==> src/rtl/serial_comp_pkg.sv <==
`default_nettype none
// ============================================================================
// Module   : serial_comp_pkg
// Brief    : Shared types and the result decode for the serial word comparator.
// Revision : 1.0
// ============================================================================
package serial_comp_pkg;

    typedef enum logic {IDLE, RUN} scmp_state_t;

    typedef enum logic [1:0] {RES_LT, RES_EQ, RES_GT} scmp_res_t;

    function automatic logic [2:0] res_to_ges(input scmp_res_t r);
        case (r)
            RES_GT:  return 3'b100;
            RES_LT:  return 3'b001;
            default: return 3'b010;
        endcase
    endfunction

endpackage
`default_nettype wire

==> src/rtl/serial_chunk_cmp.sv <==
`default_nettype none
// ============================================================================
// Module   : serial_chunk_cmp
// Brief    : Combinational unsigned comparator for one LANES-bit chunk.
// Revision : 1.0
// ============================================================================
module serial_chunk_cmp #(
    parameter int LANES = 1
) (
    input  logic [LANES-1:0] a,
    input  logic [LANES-1:0] b,
    output logic             cgt,
    output logic             clt
);

    assign cgt = (a > b);
    assign clt = (a < b);

endmodule
`default_nettype wire

==> src/rtl/serial_word_comp.sv <==
`default_nettype none
// ============================================================================
// Module   : serial_word_comp
// Brief    : Serial magnitude comparator, LANES bits per beat, MSB- or
//            LSB-first. Define SERIAL_CMP_SIGNED_EN for two's-complement.
// Revision : 1.0
// ============================================================================
module serial_word_comp
    import serial_comp_pkg::*;
#(
    parameter int LANES  = 1,
    parameter int WORD_W = 8
) (
    input  logic             clk,
    input  logic             rst,
    input  logic             in_valid,
    input  logic             start,
    input  logic             lsb_first,
    input  logic [LANES-1:0] serial_a,
    input  logic [LANES-1:0] serial_b,
    output logic             g,
    output logic             e,
    output logic             s,
    output logic             busy,
    output logic             done
);

    localparam int             BEATS    = WORD_W / LANES;
    localparam int             CNT_W    = (BEATS > 1) ? $clog2(BEATS) : 1;
    localparam logic [CNT_W-1:0] LAST_CNT = CNT_W'(BEATS - 1);
    localparam logic [CNT_W-1:0] ONE_CNT  = CNT_W'(1);
    localparam bit             SINGLE   = (BEATS == 1);

    scmp_state_t      state_q, state_d;
    scmp_res_t        res_q,   res_d;
    logic [CNT_W-1:0] cnt_q,   cnt_d;
    logic             order_q, order_d;
    logic             done_q,  done_d;

    logic             w_is_start;
    logic             w_run_beat;
    logic             w_is_last;
    logic             w_order;
    logic [LANES-1:0] w_a_cmp;
    logic [LANES-1:0] w_b_cmp;
    logic             w_cgt;
    logic             w_clt;
    scmp_res_t        w_chunk_res;
    scmp_res_t        w_prev_res;
    scmp_res_t        w_upd_res;

    assign w_is_start = in_valid && start;
    assign w_run_beat = in_valid && !start && (state_q == RUN);
    assign w_is_last  = w_is_start ? SINGLE : (w_run_beat && (cnt_q == LAST_CNT));
    // The start beat uses the order it carries; later beats use the latched one.
    assign w_order    = w_is_start ? lsb_first : order_q;

`ifdef SERIAL_CMP_SIGNED_EN
    logic             w_sign_chunk;
    logic [LANES-1:0] w_sign_mask;

    // Flipping the sign bit maps two's complement onto unsigned ordering.
    assign w_sign_chunk = w_order ? w_is_last : w_is_start;
    assign w_sign_mask  = LANES'(w_sign_chunk) << (LANES - 1);
    assign w_a_cmp      = serial_a ^ w_sign_mask;
    assign w_b_cmp      = serial_b ^ w_sign_mask;
`else
    assign w_a_cmp      = serial_a;
    assign w_b_cmp      = serial_b;
`endif

    serial_chunk_cmp #(
        .LANES (LANES)
    ) u_chunk_cmp (
        .a   (w_a_cmp),
        .b   (w_b_cmp),
        .cgt (w_cgt),
        .clt (w_clt)
    );

    always_comb begin
        w_chunk_res = w_cgt ? RES_GT : (w_clt ? RES_LT : RES_EQ);
        w_prev_res  = w_is_start ? RES_EQ : res_q;
        if (w_order) begin
            w_upd_res = (w_cgt || w_clt) ? w_chunk_res : w_prev_res;
        end else begin
            w_upd_res = (w_prev_res == RES_EQ) ? w_chunk_res : w_prev_res;
        end
    end

    always_ff @(posedge clk or negedge rst) begin
        if (!rst) begin
            state_q <= IDLE;
            res_q   <= RES_EQ;
            cnt_q   <= '0;
            order_q <= 1'b0;
            done_q  <= 1'b0;
        end else begin
            state_q <= state_d;
            res_q   <= res_d;
            cnt_q   <= cnt_d;
            order_q <= order_d;
            done_q  <= done_d;
        end
    end

    always_comb begin
        state_d = state_q;
        res_d   = res_q;
        cnt_d   = cnt_q;
        order_d = order_q;
        done_d  = 1'b0;
        if (w_is_start) begin
            res_d   = w_upd_res;
            order_d = lsb_first;
            if (SINGLE) begin
                state_d = IDLE;
                cnt_d   = '0;
                done_d  = 1'b1;
            end else begin
                state_d = RUN;
                cnt_d   = ONE_CNT;
            end
        end else if (w_run_beat) begin
            res_d = w_upd_res;
            if (w_is_last) begin
                state_d = IDLE;
                cnt_d   = '0;
                done_d  = 1'b1;
            end else begin
                cnt_d = cnt_q + ONE_CNT;
            end
        end
    end

    assign {g, e, s} = res_to_ges(res_q);
    assign busy      = (state_q == RUN);
    assign done      = done_q;

endmodule
`default_nettype wire

==> config.mk <==
export PLATFORM = sky130hd
export DESIGN_NAME = serial_word_comp
export DESIGN_NICKNAME = d
export VERILOG_FILES = /design/src/rtl/serial_comp_pkg.sv /design/src/rtl/serial_chunk_cmp.sv /design/src/rtl/serial_word_comp.sv
export SDC_FILE = /design/constraint.sdc
export NUM_CORES = 1
export LEC_CHECK = 0
export CORE_AREA = 2 2 39 41
export CTS_CLUSTER_SIZE = 14
export DETAILED_ROUTE_END_ITERATION = 8
export DIE_AREA = 0 0 41 43
export GPL_TIMING_DRIVEN = 1
export PLACE_DENSITY = 0.62
export SETUP_SLACK_MARGIN = 0.4
export SYNTH_ARGS = -nofsm -noshare
export SYNTH_HDL_FRONTEND = slang
export SYNTH_SLANG_ARGS = --single-unit
==> constraint.sdc <==
create_clock -name clk -period 2.76 [get_ports clk]
set_input_delay 0.69 -clock clk [delete_from_list [all_inputs] [get_ports clk]]
set_output_delay 0.69 -clock clk [all_outputs]
set_load 0.005 [all_outputs]
Word level (Yosys, flattened, before mapping)
Cells that the tools add are included.
Storage, ports and cells
  word-level logic and storage cells: 41
  input port bits: 7
  bits in registers: 8
  output and inout bits: 5
Cells by class
  add/sub/neg operators: 1
  eq/ne operators: 3
  muxes and demuxes: 20
  $lt $le $gt $ge: 2
  reduce and logical (&&, ||, !) cells: 10
Operators with widths (number)
  two-way mux 2 bit: 7
  two-way mux 1 bit: 9
  two-way mux 3 bit: 3
  case mux 3 bit (2 select lines): 1
  logical AND 1 bit: 4
  nonzero test 2 bit: 2
  adder 3 x 1 -> 3 bit, second input constant: 1
  equality test 3 bit, second input constant: 1
  equality test 2 x 1 -> 1 bit, second input constant: 1
  equality test 2 bit, second input constant: 1
  zero test 2 bit: 1
  AND reduction 2 bit: 1
  greater-than comparator 1 bit: 1
  zero test 1 bit: 1
  logical OR 1 bit: 1
  less-than comparator 1 bit: 1

Logic depth before layout (Yosys ltp)
  depth in word-level cells: 8
  depth in mapped cells: 5
  mapped depth without buffers: 5

By module
From an unflattened synthesis, not the netlist that was laid out.
Second synthesis, totals
  cells, all modules: 45
  area total of the unflattened synthesis: 466.7 um^2
By module, submodules not included
  serial_word_comp: cells an instance 43, seq. area each 201.4 um^2, area each 451.7 um^2, instances 1
  serial_chunk_cmp: cells an instance 2, seq. area each 0.0 um^2, area each 15.0 um^2, instances 1

Worst setup path before layout
Ideal clock, no wire load.
  kind: input to register
  start: input port serial_b
  end: register res_q[1]
  library setup time: 136 ps
  slack: 1245 ps
  data required time: 2624 ps
  arrival: 1379 ps
  cell stages on the path: 4
  path buffers: 0
  cells stage by stage: inv_1 ha_1 o311ai_1 o41ai_1
On the way
  cells in the longest elaborated chain, start to end: 6
  elaborated cells between the ends (all ways): 9
  classes of those cells: order compare: 2; mux: 6; reduce/logical: 1
Ends and longest elaborated chain
  from (decl): line serial_word_comp.sv:20  | input logic [LANES-1:0] serial_b,
  greater-than comparator 1 bit or less-than comparator 1 bit (tied branches): line serial_chunk_cmp.sv:16, serial_chunk_cmp.sv:17
  two-way mux 2 bit or logical OR 1 bit (tied branches): line serial_word_comp.sv:82, serial_word_comp.sv:85
  two-way mux 2 bit (on tied branches): line serial_word_comp.sv:87, serial_word_comp.sv:85
  two-way mux 2 bit (*): line serial_word_comp.sv:84  | if (w_order) begin
  two-way mux 2 bit: line serial_word_comp.sv:124  | end else if (w_run_beat) begin
  two-way mux 2 bit (*): line serial_word_comp.sv:113  | if (w_is_start) begin
  to (signal assigned): line serial_word_comp.sv:100  | res_q <= res_d;
  to (decl): line serial_word_comp.sv:35  | scmp_res_t res_q, res_d;
Every way passes the cells marked *; elsewhere a longest branch is shown, timed or not. The select of a mux whose other input is x is not followed.
A chain may end at the register's enable or synchronous reset.

Worst setup path after layout
  start: register res_q[0]
  end: output port e
On the way
  cells in the longest elaborated chain, start to end: 2
  elaborated cells between the ends (all ways): 3
  classes of those cells: eq/ne: 1; mux: 1; reduce/logical: 1
Ends and longest elaborated chain
  equality test 2 bit or zero test 2 bit (tied branches): line serial_comp_pkg.sv:14  | case (r)
  case mux 3 bit (2 select lines) (*): line serial_comp_pkg.sv:14
  to (decl): line serial_word_comp.sv:22  | output logic e,
Every way passes the cells marked *; elsewhere a longest branch is shown, timed or not.

==> reports/metrics.yaml <==
cts:
  clock_latency_ns: 0.26
  clockRootBuffer: "clkbuf_4"
  htreeDepth: 1
  cts_setup_buffers: 0
  cts.sinks: 8
  holdBufCountCts: 0
  clk_path_buf_depth: 2
  cts_tree: "yes"
  ctsResizeCount: 0
  cts_made_buffers: 3
  path_clk_slew_ns: 0.06
finish:
  drive_gt1_share_pct: 10.2
  antenna_cells: 0
  fin_area_um2: 593
  area_growth_pct: 31.3
  layout_commonest_cell: "clkdlybuf4s50_1"
  final-seq-area_um2: 201
  multi_input_area_um2: 220
  nets: 70
  fillers: 150
  final_cell_mix: "clkdlybuf4s50_1 (11), dfrtp_1 (7), nand2_1 (5), inv_1 (4)"
worst_hold_path:
  hp-class: "reg -> reg"
  hold_depth: 2
setup_path:
  critPathArrivalTime_ns: 1.32
  cp_top_family: "flip-flops"
  crit_fanout: 5
  crit_type: "reg -> out"
  cp_slowest_cell: "dfstp_2"
  crit_buf_inv: 1
  required_ns: 2.07
  worstSetupPathDepth: 1
  crit_chain: "clkdlybuf4s50_1"
  endpoint_kind: "output pin"
  slowest_delay_ns: 0.56
  start_kind: "flip-flop"
  worst_r2r_path_depth: 4
timing:
  min_period_over_period_pct: 72.8
  fin_setup_tns_ns: 0
  hold_viol: 0
  slew_headroom_pct: 75.3
  drv_slew: 0
  final.setup_skew_ns: 0.00229
  setup_viol: 0
  timing.fmax_mhz: 498
  worst_slew_pin_slew_ns: 0.370
  rsz0062_at_grt: "no"
  period_minus_slack_ns: 2.01
logic_synthesis:
  netlist.area_leader.share_pct: 38.8
  synth_top_family_by_area: "compound AO/OA/AOI/OAI gates"
  yosys.area.top_type: "dfrtp_1"
  ys_seq_area_share_pct: 44.6
  synthTopCellsByArea: "dfrtp_1 (39%), ha_1 (8.3%), dfstp_2 (5.8%)"
  synth_xor_xnor_area_share_pct: 0
  synth-compound-area-share_pct: 17.2
  yosys.area_share.simple_pct: 16.3
  synth_seq_cells: 8
  syn_nets: 56
  synth_fa_ha_area_share_pct: 8.31
  syn_area_per_cell_um2: 9.82
  synth_warnings: 0
  syn_area_um2: 452
  synth.distinct_cells: 21
  syn_inst: 46
  synthMuxAreaShare_pct: 6.93
floorplan:
  fp-row-count: 14
  core_um2: 1380
  initial_utilization_pct: 32.6
  ios: 12
  die_width_um: 41
  die-area_um2: 1760
  die_h_um: 43
job:
  drv_cap: 0
power_and_ir_drop:
  power.total_uw: 326
  combPwrFrac_pct: 23.9
  p_leak_uw: 0.000269
  internal_power_uw: 236
  sw_frac_of_total_pct: 27.7
  sequentialPowerShare_pct: 45.4
  vdd_drop_max_uv: 221
  p_sw_uw: 90.4
  power.density_nw_per_um2: 550
  clock_power_share_pct: 30.7
global_route:
  grt_pass1_vias: 343
  antenna_found_initial: 0
  grt_max_degree: 11
  grt_overflow: 0
  track_usage_pct: 12.6
  grt_pass1_wl_mm: 1.44
place:
  place_area_um2: 567
  io_buffers: 11
  dpl.hpwl_um: 668
  place_congestion: 0.705
run_status:
  status: "complete, no violations"
routing:
  firstDrtPassIters: 4
  ant_nets: 0
  drt-wirelength-per-cell_um: 11.4
  vias: 376
  drt-initial-drc-count: 5
  vias_per_cell: 5.01
  wl_um: 855
  drc: 0
## path summary, 6_finish.rpt
check	from	end	slack, ns
min reg2reg	cnt_q[2]$_DFFE_PN0P_	cnt_q[2]$_DFFE_PN0P_	0.53
max in group asynchronous	rst	res_q[0]$_DFFE_PN1P_	1.75
min	cnt_q[2]$_DFFE_PN0P_	cnt_q[2]$_DFFE_PN0P_	0.53
max	res_q[0]$_DFFE_PN1P_	e	0.75
max reg2reg	cnt_q[0]$_DFFE_PN0P_	cnt_q[2]$_DFFE_PN0P_	1.46
min in group asynchronous	rst	cnt_q[2]$_DFFE_PN0P_	0.71
## synth_stat cells
| cell | count |
|---|---|
| o21ai_0 | 3 |
| nand2_2 | 2 |
| dfrtp_1 | 7 |
| a21oi_1 | 2 |
| a22o_1 | 1 |
| o31a_1 | 1 |
| nor2_1 | 3 |
| mux2_1 | 1 |
| o41ai_1 | 3 |
| nor3b_1 | 1 |
| nand2_1 | 5 |
| o311ai_1 | 1 |
| nand2b_1 | 2 |
| ha_1 | 3 |
| nor3_1 | 1 |
| inv_1 | 4 |
| buf_6 | 1 |
| nor2b_1 | 1 |
| clkbuf_1 | 1 |
| dfstp_2 | 1 |
| mux2i_1 | 2 |
## cell families (layout without fill, tap and decap cells)
group / Yosys count / in the layout
simple gates: 15 / 15
compound gates: 11 / 11
flops: 8 / 8
buf+inv: 6 / 19
fa+ha+maj: 3 / 3
mux: 3 / 3
## per-stage QoR
step                      hold slack [ns]  utilization [%]  setup slack [ns]  std cells
final                               0.527             42.9             0.752         75
after global routing                0.537             42.9             0.718         75
after CTS                           0.528             42.9             0.747         75
after detailed placement            0.514             41.0             0.723         71
after global placement              0.495             41.0             0.703         71
after floorplan                     0.394                -              1.25         46
## flip-flops by register name (all words and copies together), names as in the netlist
register and cells:
busy 1, cnt_q 3, order_q 1, done 1, res_q 2
## routing by layer
metal,vias to the layer above,GRT usage [%],wire [um]
li1,191,-,-
met3,5,3.14,45
met2,11,16.3,383
met1,169,16.1,386
met5,-,0,0
met4,0,12.0,39
## worst reg2reg max path, stage by stage (launching register included)
cell     delay [ns]
dfrtp_1        0.39
ha_1           0.20
ha_1           0.27
inv_1          0.04
o41ai_1        0.29
## power by group through the flow
stage / Combinational, uW / Sequential [uW] / Clock, uW
after detailed placement: 78.9 / 150 / 0
after global placement: 78.2 / 150 / 0
after global routing: 89.9 / 150 / 109
after floorplan: 46.5 / 147 / 0
final: 77.8 / 148 / 100
after CTS: 79.2 / 148 / 102
## layout make-up
type | instances | area share, %
inverters | 4 | 2.53
well taps | 16 | 3.38
clock buffers | 4 | 4.43
multi-input cells | 32 | 37.1
repair buffers | 11 | 18.6
flip-flops and latches | 8 | 34.0
No activity file was read; power rests on OpenSTA's default activity.
